===== config.mk =====
export PLATFORM = sky130hd
export DESIGN_NAME = palette_ram_gen
export DESIGN_NICKNAME = d
export VERILOG_FILES = /design/src/rtl/palette_ram_gen.sv
export SDC_FILE = /design/constraint.sdc
export NUM_CORES = 1
export LEC_CHECK = 0
export BUFFER_PORTS_ARGS = -buffer_cell sky130_fd_sc_hd__buf_2
export CAP_MARGIN = 15
export CORE_MARGIN = 2
export CORE_UTILIZATION = 47
export CTS_CLUSTER_DIAMETER = 30
export DETAILED_ROUTE_END_ITERATION = 8
export PLACE_DENSITY_LB_ADDON = 0.3
export SYNTH_ARGS = -nofsm -noshare
export SYNTH_HDL_FRONTEND = slang
export SYNTH_SLANG_ARGS = --single-unit

===== constraint.sdc =====
create_clock -name clk -period 2.91 [get_ports clk]
set_input_delay 0.291 -clock clk [delete_from_list [all_inputs] [get_ports clk]]
set_output_delay 0.291 -clock clk [all_outputs]
set_load 0.01 [all_outputs]

===== src/rtl/palette_ram_gen.sv =====
// rtl/palette_ram_gen.sv - parametrised PPU palette RAM with init sweep, backdrop mirroring,
// write-first render bypass and greyscale mask
module palette_ram_gen #(
  parameter int                ADDR_W     = 5,
  parameter int                DATA_W     = 6,
  parameter int                GROUP_W    = 2,
  parameter bit                MIRROR_EN  = 1'b1,
  parameter logic [DATA_W-1:0] FILL_VALUE = 6'h0F,
  parameter logic [DATA_W-1:0] GREY_MASK  = 6'h30
) (
  input  logic              clk,
  input  logic              reset,
  input  logic              ce,
  input  logic [ADDR_W-1:0] cpu_addr,
  input  logic [DATA_W-1:0] cpu_din,
  input  logic              cpu_we,
  input  logic              cpu_re,
  output logic [DATA_W-1:0] cpu_dout,
  output logic              cpu_valid,
  input  logic [ADDR_W-1:0] rd_addr,
  output logic [DATA_W-1:0] rd_dout,
  input  logic              greyscale,
  output logic              busy
);

  localparam int DEPTH = 2 ** ADDR_W;
  localparam logic [0:0] ST_INIT = 1'b0;
  localparam logic [0:0] ST_RUN  = 1'b1;

  logic [DATA_W-1:0] mem_q [DEPTH];
  logic [0:0]        state_q, state_d;
  logic [ADDR_W:0]   cnt_q, cnt_d;
  logic [DATA_W-1:0] cpu_dout_q, rd_dout_q, rd_word_d;
  logic              cpu_valid_q;
  logic              run;
  logic              cpu_wr_ok, cpu_wr_acc, cpu_rd;
  logic [ADDR_W-1:0] cpu_phys, rd_phys;

  // Every entry whose low bits are zero aliases the shared backdrop at entry 0.
  function automatic logic [ADDR_W-1:0] phys(input logic [ADDR_W-1:0] a);
    if (MIRROR_EN && (a[GROUP_W-1:0] == '0)) return '0;
    return a;
  endfunction

  assign run      = (state_q == ST_RUN);
  assign cpu_phys = phys(cpu_addr);
  assign rd_phys  = phys(rd_addr);

  // Only sub-palette 0 (either half) may write the backdrop; other backdrop aliases are read-only.
  assign cpu_wr_ok  = !MIRROR_EN || (cpu_addr[GROUP_W-1:0] != '0) ||
                      (cpu_addr[ADDR_W-2:GROUP_W] == '0);
  assign cpu_wr_acc = run && ce && cpu_we && cpu_wr_ok;
  assign cpu_rd     = ce && cpu_re && !(run && cpu_we);

  always_comb begin
    state_d = state_q;
    cnt_d   = cnt_q;
    if (state_q == ST_INIT) begin
      cnt_d = cnt_q + 1'b1;
      if (cnt_q == (ADDR_W+1)'(DEPTH - 1)) state_d = ST_RUN;
    end
  end

  always_comb begin
    rd_word_d = mem_q[rd_phys];
    if (cpu_wr_acc && (cpu_phys == rd_phys)) rd_word_d = cpu_din;
    if (greyscale) rd_word_d = rd_word_d & GREY_MASK;
  end

  always_ff @(posedge clk) begin
    if (reset) begin
      state_q     <= ST_INIT;
      cnt_q       <= '0;
      cpu_dout_q  <= '0;
      cpu_valid_q <= 1'b0;
      rd_dout_q   <= '0;
    end else begin
      state_q     <= state_d;
      cnt_q       <= cnt_d;
      cpu_valid_q <= cpu_rd;
      if (cpu_rd) cpu_dout_q <= run ? mem_q[cpu_phys] : '0;
      if (!run) rd_dout_q <= '0;
      else if (ce) rd_dout_q <= rd_word_d;
    end
  end

  always_ff @(posedge clk) begin
    if (!reset) begin
      if (!run) mem_q[cnt_q[ADDR_W-1:0]] <= FILL_VALUE;
      else if (cpu_wr_acc) mem_q[cpu_phys] <= cpu_din;
    end
  end

  assign cpu_dout  = cpu_dout_q;
  assign cpu_valid = cpu_valid_q;
  assign rd_dout   = rd_dout_q;
  assign busy      = !run;

endmodule

Word level (Yosys, flattened, before mapping)
Memories as Yosys holds them, arrays and structs flattened.
Cells that the tools add are included.
{ "totals": {"word_cells": 47, "in_bits": 22, "mem_count": 1, "latch_bits": 0, "reg_bits": 20, "romBits": 0, "ramBits": 192, "output_inout_bits": 14} }
{ "memory_table": {"columns": ["memory", "words", "word_bits", "read_ports", "rd_ports_with_merged_regs", "write_ports", "line_no", "rtl"], "rows": [
  ["mem_q", 32, 6, 2, 0, 1, "30", "logic [DATA_W-1:0] mem_q [DEPTH];"]
]} }
{ "classes": {"mul": 0, "order_cmp": 0, "shifts": 0, "bitwise_logic": 1, "mux": 21, "reduce_logical": 16, "n_addsub": 1, "n_eq_ne": 2, "n_div": 0} }
{ "ops": {"columns": ["cell", "n"], "rows": [
  ["2-to-1 mux 5 bit", 5],
  ["2-to-1 mux 6 bit", 3],
  ["2-to-1 mux 1 bit", 12],
  ["logical AND 1 bit", 7],
  ["adder 6 x 1 -> 6 bit (second input constant)", 1],
  ["equality test 6 x 5 -> 1 bit (second input constant)", 1],
  ["logical NOT 2 bit", 3],
  ["OR reduction 6 bit", 1],
  ["equality test 5 bit", 1],
  ["2-to-1 mux 4 bit", 1],
  ["logical NOT 1 bit", 2],
  ["nonzero test 2 bit", 1],
  ["OR reduction 2 bit", 1],
  ["logical OR 1 bit", 1],
  ["inverter 1 bit", 1]
]} }

Longest topological paths before layout
Gate-level depths: netlist of the first run.
{ "logic_depth": {"word_depth": 9, "mapped_depth": 10, "depth_no_buf": 6} }

Worst setup path before layout of the first run
OpenSTA, ideal clock, no wires.
{ "synth_timing": {"path_type": "reg2reg", "start": "reg state_q (netlist: run)", "end": "mem mem_q[0][5] (data pin)", "t_required_ps": 2573, "arrival_ps": 1853, "slack_ps": 719, "n_path_buf": 3, "stages_incl_launch_ff": 7, "cell_sequence": "dfxtp_1 buf_2 and3b_1 clkbuf_1 o211ai_2 buf_2 nor2_1"} }
{ "synth_between": {"elab_chain_len": 9} }
{ "synth_lines": {"columns": ["item", "line_no", "rtl"], "rows": [
  ["from (decl)", "31", "logic [0:0] state_q, state_d;"],
  ["from (signal assigned)", "78", "state_q <= state_d;"],
  ["logical AND 1 bit (3 in series)", "52", "assign cpu_wr_acc = run && ce && cpu_we && cpu_wr_ok;"],
  ["2-to-1 mux 1 bit", "90", "else if (cpu_wr_acc) mem_q[cpu_phys] <= cpu_din;"],
  ["2-to-1 mux 1 bit *", "89", "if (!run) mem_q[cnt_q[ADDR_W-1:0]] <= FILL_VALUE;"],
  ["2-to-1 mux 1 bit *", "88", "if (!reset) begin"],
  ["2-to-1 mux 1 bit (implied by the code) *", "90", null],
  ["OR reduction 6 bit (no source line) *", null, null],
  ["2-to-1 mux 6 bit (no source line) *", null, null],
  ["to (decl)", "30", null]
]} }
Every way passes the cells marked *; elsewhere a longest branch is shown, timed or not.

Final worst setup path of the first run
{ "layout_timing": {"start": "reg state_q (netlist: run)", "end": "mem mem_q[26][5], enable pin"} }
{ "layout_between": {"elab_chain_len": 9, "word_cells_on_any_way": 13, "cone_classes": "9 x mux; 4 x reduce/logical"} }
{ "layout_lines": {"columns": ["item", "line_no"], "rows": [
  ["logical AND 1 bit (3 in series)", "52"],
  ["2-to-1 mux 1 bit", "90"],
  ["2-to-1 mux 1 bit", "89"],
  ["2-to-1 mux 1 bit", "88"],
  ["2-to-1 mux 1 bit (implied by the code)", "90"],
  ["OR reduction 6 bit (no source line)", null],
  ["2-to-1 mux 5 bit (no source line) / 2-to-1 mux 1 bit (equally long branches)", null]
]} }
Parallel ways exist; a longest one is shown, timed or not.

==> results of run 1 <==
[critical path, stage by stage (launching register included)]
cell and delay [ns]:
dfxtp_1 0.46, and3b_1 0.38, o211ai_2 0.25, o31ai_1 0.35
buf_4 0.17, nand2_1 0.14, nor2_1 0.48
[cells by family (layout without fill, tap and decap cells)]
family                     Yosys count  in the layout  share of synthesized area, %
AOI/OAI and AO/OA                  229            229                         18.29
xor gates and xnor gates             6              6                        0.5803
adders and majority gates            1              1                        0.1381
buffers and inverters               73            139                         3.855
DFF                                179            179                         57.14
muxes                               81             81                         9.934
and+or+nand+nor                    196            196                         10.06
[registers in the layout (all words and copies together), names as in the netlist]
register	cells
mem_q	159
cnt_q	6
cpu_dout	6
rd_dout	6
cpu_valid	1
run	1
[cells in the mapped netlist, types with 12 or more instances]
| cell type | instances | share of area, % |
|---|---|---|
| edfxtp_1 | 159 | 53 |
| nor2_1 | 73 | 3.0 |
| mux2i_1 | 55 | 6.1 |
| nand2_1 | 51 | 2.1 |
| a21oi_1 | 36 | 2.0 |
| o21ai_0 | 33 | 1.8 |
| clkbuf_1 | 26 | 1.1 |
| a221oi_1 | 20 | 1.9 |
| dfxtp_1 | 20 | 4.4 |
| o211ai_1 | 19 | 1.6 |
| buf_2 | 18 | 0.99 |
| o22ai_1 | 16 | 1.1 |
| mux2_2 | 14 | 1.7 |
| inv_1 | 13 | 0.54 |
| nor2b_1 | 13 | 0.90 |
| buf_4 | 12 | 0.99 |
[power by group through the flow]
| stage | logic, mW | clock network, mW | registers [mW] |
|---|---|---|---|
| CTS | 0.505 | 2.22 | 2.78 |
| floorplan | 0.314 | 0 | 2.83 |
| finish | 0.524 | 2.22 | 2.78 |
| global route | 0.546 | 2.33 | 2.78 |
| global placement | 0.500 | 0 | 2.83 |
| detailed placement | 0.502 | 0 | 2.83 |
[metal layers]
layer	GRT usage [%]	wire, µm	up-vias
met5	0	0	-
met4	11.88	1116	0
met3	7.344	3260	89
met2	44.66	12860	525
met1	42.04	12570	3447
li1	-	-	3098
[path summary, 6_finish.rpt]
kind / to / slack [ns] / depth (start not counted)
max: mem_q[26][5]$_DFFE_PP_ / 0.32 / 6
min: rd_dout[5]$_SDFFE_PP0P_ / 0.13 / 3
max reg2reg: mem_q[26][5]$_DFFE_PP_ / 0.32 / 6
min reg2reg: rd_dout[3]$_SDFFE_PP0P_ / 0.45 / 2
[through the flow]
step / setup slack [ns] / cell area (µm²)
2_1_floorplan: 0.7195 / 9056
6_report: 0.3152 / 10320
5_1_grt: 0.06674 / 10320
3_3_place_gp: 0.2274 / 9772
4_1_cts: 0.3245 / 10320
3_5_place_dp: 0.2254 / 9772
[final cells by class]
class / count / area (µm²) / area share (%)
Sequential cell: 179 / 5175 / 50.12
Inverter: 15 / 56.30 / 0.5453
Multi-Input combinational cell: 513 / 3535 / 34.23
Clock inverter: 13 / 127.6 / 1.236
Tap cell: 260 / 325.3 / 3.151
Clock buffer: 17 / 425.4 / 4.120
Timing Repair Buffer: 94 / 680.7 / 6.592
==> results.py, run 1 <==
metrics = {
    "power_and_ir_drop": {
        "seq_power_share_pct": 50.3,
        "power.share.switching_pct": 25.08,
        "comb_power_share_pct": 9.5,
        "p_leak_nw": 3.904,
        "power_switching_mw": 1.384,
        "power_frac_clock_pct": 40.2,
        "p_int_mw": 4.135,
        "power.total_mw": 5.519,
        "cellPowerDensity_mw_per_mm2": 534.5,
        "ir_worst_vdd_mv": 0.3125,
    },
    "sta": {
        "slew_headroom_pct": 45.43,
        "drv_slew": 0,
        "hold_viol_final": 0,
        "fin_hold_ws_ns": 0.1304,
        "clock.fmax_mhz": 385.4,
        "setup_viol": 0,
        "tightest_slew_ns": 0.7979,
        "period_share_pct": 89.17,
        "rsz0062_at_grt": "false",
        "finalClockSkew_ns": 0.007543,
        "layout_min_cycle_time_ns": 2.595,
        "setup_tns_ns": 0,
    },
    "cells_and_area": {
        "insertedDiodeCount": 0,
        "nFillCells": 1553,
        "area_growth_pct": 14.01,
        "layout.cells.non_filler": 1091,
        "final_cell_mix": "edfxtp_1, nor2_1, mux2i_1, buf_4, nand2_1",
        "layout_commonest_cell": "edfxtp_1",
        "final_util_pct": 54.83,
        "drive_gt1_share_pct": 19.49,
        "nNetsFinal": 843,
    },
    "job": {
        "maxCapViolCount": 0,
    },
    "global_routing": {
        "grt_use_total_pct": 29.88,
        "grt_pass1_wl_um": 43900,
        "grt_max_degree": 35,
        "antenna_found_initial": 0,
        "grt_pass1_vias": 6965,
        "grt_overflow": 0,
    },
    "clock_network": {
        "cts_tree": "yes",
        "clk_latency_ns": 0.43,
        "root_buffer": "clkbuf_16",
        "numCtsBuffers": 17,
        "cts_num_sinks": 179,
        "htreeDepth": 4,
        "post_cts_buffers": 0,
        "cts_max_path_buffers": 2,
        "path_clk_slew_ns": 0.07,
        "cts-resized-gates": 0,
        "holdBufCountCts": 0,
    },
    "yosys": {
        "ys_ff_latch": 179,
        "synth_cell_types": 71,
        "ys.flop_type": "edfxtp_1",
        "synth_edf_count": 159,
        "synth_warnings": 0,
        "synth_cells": 765,
        "synth-async-reset-ratio_pct": 0,
        "syn_area_mm2": 0.009056,
        "syn_area_per_cell_um2": 11.84,
        "ys_seq_area_share_pct": 57.14,
        "synth_fp_nets": 788,
    },
    "drt": {
        "vias_per_cell": 6.562,
        "wire_per_inst_um": 27.31,
        "drc_errors": 0,
        "first_pass_iters": 6,
        "vias": 7159,
        "routed_wl_um": 29800,
        "first_iter_violations": 1148,
        "drt.antenna.violating_nets": 0,
    },
    "die": {
        "core_area_mm2": 0.01883,
        "die_x_um": 142.8,
        "die_area_mm2": 0.02039,
        "ios": 36,
        "rows": 50,
        "die_h_um": 142.8,
        "initial_core_util_pct": 48.09,
    },
    "critical_path": {
        "reg2reg_from": "run$_SDFF_PP0_",
        "critPathMaxFanout": 9,
        "cp-startpoint": "run$_SDFF_PP0_",
        "crit_type": "reg -> reg",
        "endpoint_kind": "flop",
        "arrival_ns": 2.67,
        "cp.required_ns": 2.99,
        "worst_setup_path_start_kind": "flop",
    },
    "placed_design": {
        "dp_cells": 1061,
        "io_buffers": 35,
        "place_hpwl_um": 21170,
        "gp_congestion": 0.9752,
    },
    "run_status": {
        "status": "finished, final reports clean",
    },
    "worst_hold_path": {
        "hold_path_class": "in -> reg",
        "min_from": "cpu_din[5]",
    },
}
Note: power is estimated with default switching activity, not from simulation.
==> inputs of run 2 (changes only) <==
PLACE_DENSITY = 0.61   (was unset)
PLACE_DENSITY_LB_ADDON = unset   (was 0.3)
==> run 2 against run 1 <==
  * Total power decreased by 1.2%
  * Worst setup slack gained 0.23 ns
  * Count of clock-buffer cells in the layout is 2 higher
  * Fmax rose by 9.7%
  * Global-route usage is 0.72 points higher
  * Critical path depth shrank 1
  * Core utilization is 0.15 points lower
  * Highest routed layer unchanged
==> results.py, run 2 (same netlist as run 1, synthesis figures left out) <==
metrics = {
    "worst_hold_path": {
        "min_from": "ce",
        "min_delay_path_depth": 3,
        "hold_path_class": "in -> reg",
    },
    "sta": {
        "period_share_pct": 81.29,
        "clock.fmax_mhz": 422.7,
        "finalWorstSetupSlack_ns": 0.5443,
        "drv_slew": 0,
        "finalClockSkew_ns": 0.008635,
        "layout_min_cycle_time_ns": 2.366,
        "setup_viol": 0,
        "tightest_slew_ns": 0.7898,
        "slew_headroom_pct": 47.10,
        "setup_tns_ns": 0,
        "rsz0062_at_grt": "false",
        "hold_viol_final": 0,
    },
    "die": {
        "initial_core_util_pct": 48.09,
        "ios": 36,
        "rows": 50,
        "die_x_um": 142.8,
        "die_h_um": 142.8,
        "core_area_mm2": 0.01883,
        "die_area_mm2": 0.02039,
    },
    "cells_and_area": {
        "register_area_mm2": 0.005175,
        "largest_register_ffs": 159,
        "multi_input_area_mm2": 0.003535,
        "insertedDiodeCount": 0,
        "drive_gt1_share_pct": 19.04,
        "final_cell_mix": "edfxtp_1, nor2_1, mux2i_1, nand2_1, buf_4",
        "layout_commonest_cell": "edfxtp_1",
        "nNetsFinal": 840,
        "area_growth_pct": 13.71,
        "nFillCells": 1557,
        "top_register": "mem_q",
    },
    "drt": {
        "drc_errors": 0,
        "routed_wl_um": 30330,
        "wire_per_inst_um": 27.82,
        "first_pass_iters": 5,
        "vias_per_cell": 6.589,
        "drt.antenna.violating_nets": 0,
        "first_iter_violations": 1073,
        "vias": 7182,
    },
    "clock_network": {
        "root_buffer": "clkbuf_16",
        "cts-resized-gates": 0,
        "clk_latency_ns": 0.45,
        "cts_tree": "yes",
        "post_cts_buffers": 0,
        "path_clk_slew_ns": 0.07,
        "cts_num_sinks": 179,
        "cts_max_path_buffers": 2,
        "htreeDepth": 4,
        "holdBufCountCts": 0,
        "numCtsBuffers": 17,
    },
    "critical_path": {
        "crit_cells": 5,
        "cp-startpoint": "run$_SDFF_PP0_",
        "crit_buf_inv": 0,
        "arrival_ns": 2.46,
        "reg2reg_depth": 5,
        "worst_setup_path_start_kind": "flop",
        "crit_type": "reg -> reg",
        "critPathTopFamily": "simple AND/OR/NAND/NOR gates",
        "cp_slowest_cell": "o31ai_1",
        "cp_cell_sequence": "and3b_1, o211ai_2, o31ai_1, nand2_1, nor2_1",
        "critPathMaxFanout": 9,
        "cp_slowest_stage_delay_ns": 0.42,
        "endpoint_kind": "flop",
        "reg2reg_from": "run$_SDFF_PP0_",
        "cp.required_ns": 3.00,
    },
    "global_routing": {
        "grt_max_degree": 34,
        "grt_overflow": 0,
        "busiest_layer": "met2",
        "grt_pass1_vias": 6939,
        "grt_use_total_pct": 30.60,
        "use_met1_pct": 43.23,
        "met2_usage_pct": 45.98,
        "met3_usage_pct": 8.182,
        "grt_pass1_wl_um": 44980,
        "antenna_found_initial": 0,
    },
    "run_status": {
        "status": "finished, final reports clean",
    },
    "placed_design": {
        "place_hpwl_um": 21090,
        "gp_congestion": 1.007,
        "pre_cts_ws_ns": 0.2217,
        "io_buffers": 35,
    },
    "power_and_ir_drop": {
        "ir_worst_vdd_mv": 0.4175,
        "cellPowerDensity_mw_per_mm2": 529.5,
        "p_leak_nw": 3.893,
    },
    "job": {
        "maxCapViolCount": 0,
    },
}
-- run 2: power breakdown --
group	leakage [nW]	switching [mW]	internal [mW]
Clock	0.250	1.05	1.10
Sequential	1.90	0.0111	2.77
Combinational	1.74	0.338	0.181
Total	3.89	1.40	4.05
-- run 2: path summary, 6_finish.rpt --
path	to	slack [ns]
worst min register to register	rd_dout[3]$_SDFFE_PP0P_	0.46
worst max register to register	mem_q[11][3]$_DFFE_PP_	0.54
worst max-delay path	mem_q[11][3]$_DFFE_PP_	0.54
worst min-delay path	cpu_valid$_SDFF_PP0_	0.10
-- run 2: routing by layer --
metal	vias to the layer above	share of wire, %
met5	-	0
met4	0	2.7
li1	3093	-
met2	485	44
met1	3542	43
met3	62	10
-- run 2: worst reg2reg max path, delay by kind of cell (launching register included) --
kind	cells	cell delay, ns
AND/OR/NAND/NOR	3	0.99
flip-flops	1	0.33
AO/OA/AOI/OAI	2	0.70
-- run 2: through the flow --
| stage | cell area, µm² | utilization, % | power, mW | std cells | hold slack [ns] |
|---|---|---|---|---|---|
| finish | 10300 | 54.68 | 5.452 | 1090 | 0.1047 |
| CTS | 10300 | 54.68 | 5.441 | 1090 | 0.1007 |
| floorplan | 9056 | - | 3.146 | 765 | 0.4169 |
| detailed placement | 9764 | 51.85 | 3.336 | 1058 | 0.4442 |
| global route | 10300 | 54.68 | 5.589 | 1090 | 0.1329 |
| global placement | 9764 | 51.85 | 3.333 | 1058 | 0.4323 |
-- run 2: area by class of cell --
type	instances	share of cell area (%)
sequential	179	50.26
tap	260	3.159
timing repair buffer	91	6.537
inverter	15	0.5468
multi-input combinational	513	34.33
clock buffer	19	4.204
clock inverter	13	0.9721
==> inputs of run 3 (changes only) <==
ABC_AREA = 1   (was unset)
clock period = 2.4 ns   (was 2.91 ns; I/O delays follow)
==> run 3 against run 2 <==
  * First-iteration DRC count up 17%
  * Combinational power rose by 54%
  * Via count increased by 29%
  * Largest cell class unchanged
  * Total power is 100% higher
  * Critical path type unchanged
  * Worst hold slack got worse by 0.021 ns
==> results.py, run 3 <==
metrics = {
    "cells_and_area": {
        "nNetsFinal": 1306,
        "drive_gt1_share_pct": 15.76,
        "area_growth_pct": 23.36,
        "layout.cells.non_filler": 1600,
        "register_area_mm2": 0.006076,
        "final_cell_mix": "nand2_1, nand3_1, edfxtp_1, nor2_1, buf_4",
        "top_register": "mem_q",
        "insertedDiodeCount": 0,
        "layout_commonest_cell": "nand2_1",
        "multi_input_area_mm2": 0.003872,
        "nFillCells": 1882,
        "largest_register_ffs": 189,
    },
    "worst_hold_path": {
        "hold_path_class": "in -> reg",
        "min_delay_path_depth": 4,
        "min_from": "reset",
        "min_to": "cnt_q[5]$_SDFFE_PP0N_",
    },
    "die": {
        "initial_core_util_pct": 47.94,
        "ios": 36,
        "die_x_um": 153.4,
        "die_h_um": 153.4,
        "core_area_mm2": 0.02189,
        "rows": 54,
        "die_area_mm2": 0.02354,
    },
    "job": {
        "maxCapViolCount": 0,
    },
    "clock_network": {
        "cts_num_sinks": 209,
        "root_buffer": "clkbuf_16",
        "path_clk_slew_ns": 0.04,
        "cts-resized-gates": 0,
        "numCtsBuffers": 46,
        "cts_max_path_buffers": 3,
        "cts_tree": "yes",
        "htreeDepth": 2,
        "holdBufCountCts": 0,
        "post_cts_buffers": 0,
        "clk_latency_ns": 0.54,
    },
    "critical_path": {
        "cp_slowest_cell": "dfxtp_1",
        "reg2reg_to": "mem_q[3][0]$_DFFE_PP_",
        "arrival_ns": 2.48,
        "reg2reg_from": "run$_SDFF_PP0_",
        "critPathMaxFanout": 9,
        "cp.required_ns": 2.63,
        "cp_cell_sequence": "nand2_1, nor2_1, nand2_2, nand2_1, o21ai_1, inv_1, nand3_1, buf_4, nor2_1, buf_4",
        "crit_type": "reg -> reg",
        "cp_slowest_stage_delay_ns": 0.40,
        "regToRegSetupSlack_ns": 0.15,
        "worst_setup_path_start_kind": "flop",
        "endpoint_kind": "flop",
        "reg2reg_depth": 10,
    },
    "yosys": {
        "synth.area.top_cells": "edfxtp_1, nand3_1, nand2_1",
        "synth_cells": 1197,
        "syn_area_per_cell_um2": 8.768,
        "ys_seq_area_share_pct": 57.89,
        "synth_edf_count": 189,
        "yosysTopAreaCell": "edfxtp_1",
        "synth_warnings": 0,
        "syn_area_mm2": 0.01050,
        "synthTopCellsByCount": "nand2_1, nand3_1, edfxtp_1, nor2_1, inv_1",
        "synth_top_area_share_pct": 54.08,
        "synth_cell_types": 29,
        "ys_ff_latch": 209,
        "synth_most_common_cell": "nand2_1",
        "synth_fp_nets": 1220,
        "ys.flop_type": "edfxtp_1",
        "synth-async-reset-ratio_pct": 0,
    },
    "placed_design": {
        "dp_cells": 1515,
        "place_hpwl_um": 22110,
        "io_buffers": 35,
        "gp_congestion": 0.9298,
    },
    "sta": {
        "fin_hold_ws_ns": 0.08385,
        "tightest_slew_ns": 0.6072,
        "slew_headroom_pct": 59.52,
        "hold_viol_final": 0,
        "clock.fmax_mhz": 445.0,
        "setup_tns_ns": 0,
        "setup_viol": 0,
        "layout_min_cycle_time_ns": 2.247,
        "period_share_pct": 93.64,
        "rsz0062_at_grt": "false",
        "drv_slew": 0,
        "finalClockSkew_ns": 0.02692,
    },
    "run_status": {
        "status": "finished, final reports clean",
    },
    "power_and_ir_drop": {
        "ir_worst_vdd_mv": 0.5777,
        "p_leak_nw": 5.224,
        "comb_power_share_pct": 7.2,
        "seq_power_share_pct": 35.9,
        "power.total_mw": 11.02,
        "power_frac_clock_pct": 56.9,
        "power_switching_mw": 2.519,
        "p_int_mw": 8.503,
        "cellPowerDensity_mw_per_mm2": 851.4,
        "power.share.switching_pct": 22.85,
    },
    "global_routing": {
        "grt_use_total_pct": 29.29,
        "use_met1_pct": 42.28,
        "grt_max_degree": 59,
        "grt_overflow": 0,
        "grt_pass1_wl_um": 52590,
        "met3_usage_pct": 5.302,
        "busiest_layer": "met2",
        "antenna_found_initial": 0,
        "met2_usage_pct": 44.13,
        "grt_pass1_vias": 8722,
    },
    "drt": {
        "drc_errors": 0,
        "vias_per_cell": 5.791,
        "drt.antenna.violating_nets": 0,
        "routed_wl_um": 34090,
        "vias": 9265,
        "first_iter_violations": 1253,
        "first_pass_iters": 6,
        "wire_per_inst_um": 21.31,
    },
}
==> run 3: worst max path at each step <==
stage                    from                      to
2_1_floorplan     cpu_addr[0]   mem_q[0][5]$_DFFE_PP_
3_3_place_gp      cpu_addr[0]   mem_q[7][1]$_DFFE_PP_
3_5_place_dp      cpu_addr[0]   mem_q[7][1]$_DFFE_PP_
4_1_cts        run$_SDFF_PP0_   mem_q[3][0]$_DFFE_PP_
5_1_grt        run$_SDFF_PP0_  mem_q[11][3]$_DFFE_PP_
6_report       run$_SDFF_PP0_   mem_q[3][0]$_DFFE_PP_
==> run 3: power groups by stage <==
stage	Combinational [mW]	Clock (mW)	Sequential, mW
after floorplan	0.477	0	4.01
after global placement	0.775	0	4.02
after detailed placement	0.776	0	4.02
after CTS	0.779	6.33	3.95
after global routing	0.856	6.54	3.95
final	0.797	6.27	3.95
==> run 3: kinds of logic after synthesis <==
kind of cell,synth area share (%)
XOR/XNOR,0.3339
flip-flops,57.89
AND/OR/NAND/NOR,30.44
buffers and inverters,5.258
adder cells (fa/ha/maj),0.1192
AO/OA/AOI/OAI,5.961
==> run 3: worst max-delay path, delay by kind of cell (launching register included) <==
family | cells | cell delay [ns]
buffers and inverters | 3 | 0.55
and+or+nand+nor | 6 | 0.89
DFF | 1 | 0.40
AOI/OAI and AO/OA | 1 | 0.10
==> run 3: final cells by class <==
class / count / area share (%)
Clock buffer: 55 / 9.317
Clock inverter: 30 / 2.754
Inverter: 63 / 1.865
Multi-Input combinational cell: 853 / 29.91
Sequential cell: 209 / 46.93
Tap cell: 280 / 2.706
Timing Repair Buffer: 110 / 6.514
==> run 3: per-stage QoR <==
| step | area (µm²) | worst slack (ns) | utilization (%) |
|---|---|---|---|
| 6_report | 12950 | 0.1526 | 59.14 |
| 3_3_place_gp | 11380 | 0.1636 | 52.00 |
| 2_1_floorplan | 10500 | 0.4007 | - |
| 3_5_place_dp | 11380 | 0.1526 | 52.00 |
| 4_1_cts | 12950 | 0.1866 | 59.14 |
| 5_1_grt | 12950 | 0.01549 | 59.14 |
==> run 3: layer usage <==
| metal | up-vias | part of all wire [%] |
|---|---|---|
| li1 | 4305 | - |
| met1 | 4332 | 41 |
| met2 | 536 | 44 |
| met3 | 92 | 10 |
| met4 | 0 | 3.9 |
| met5 | - | 0 |
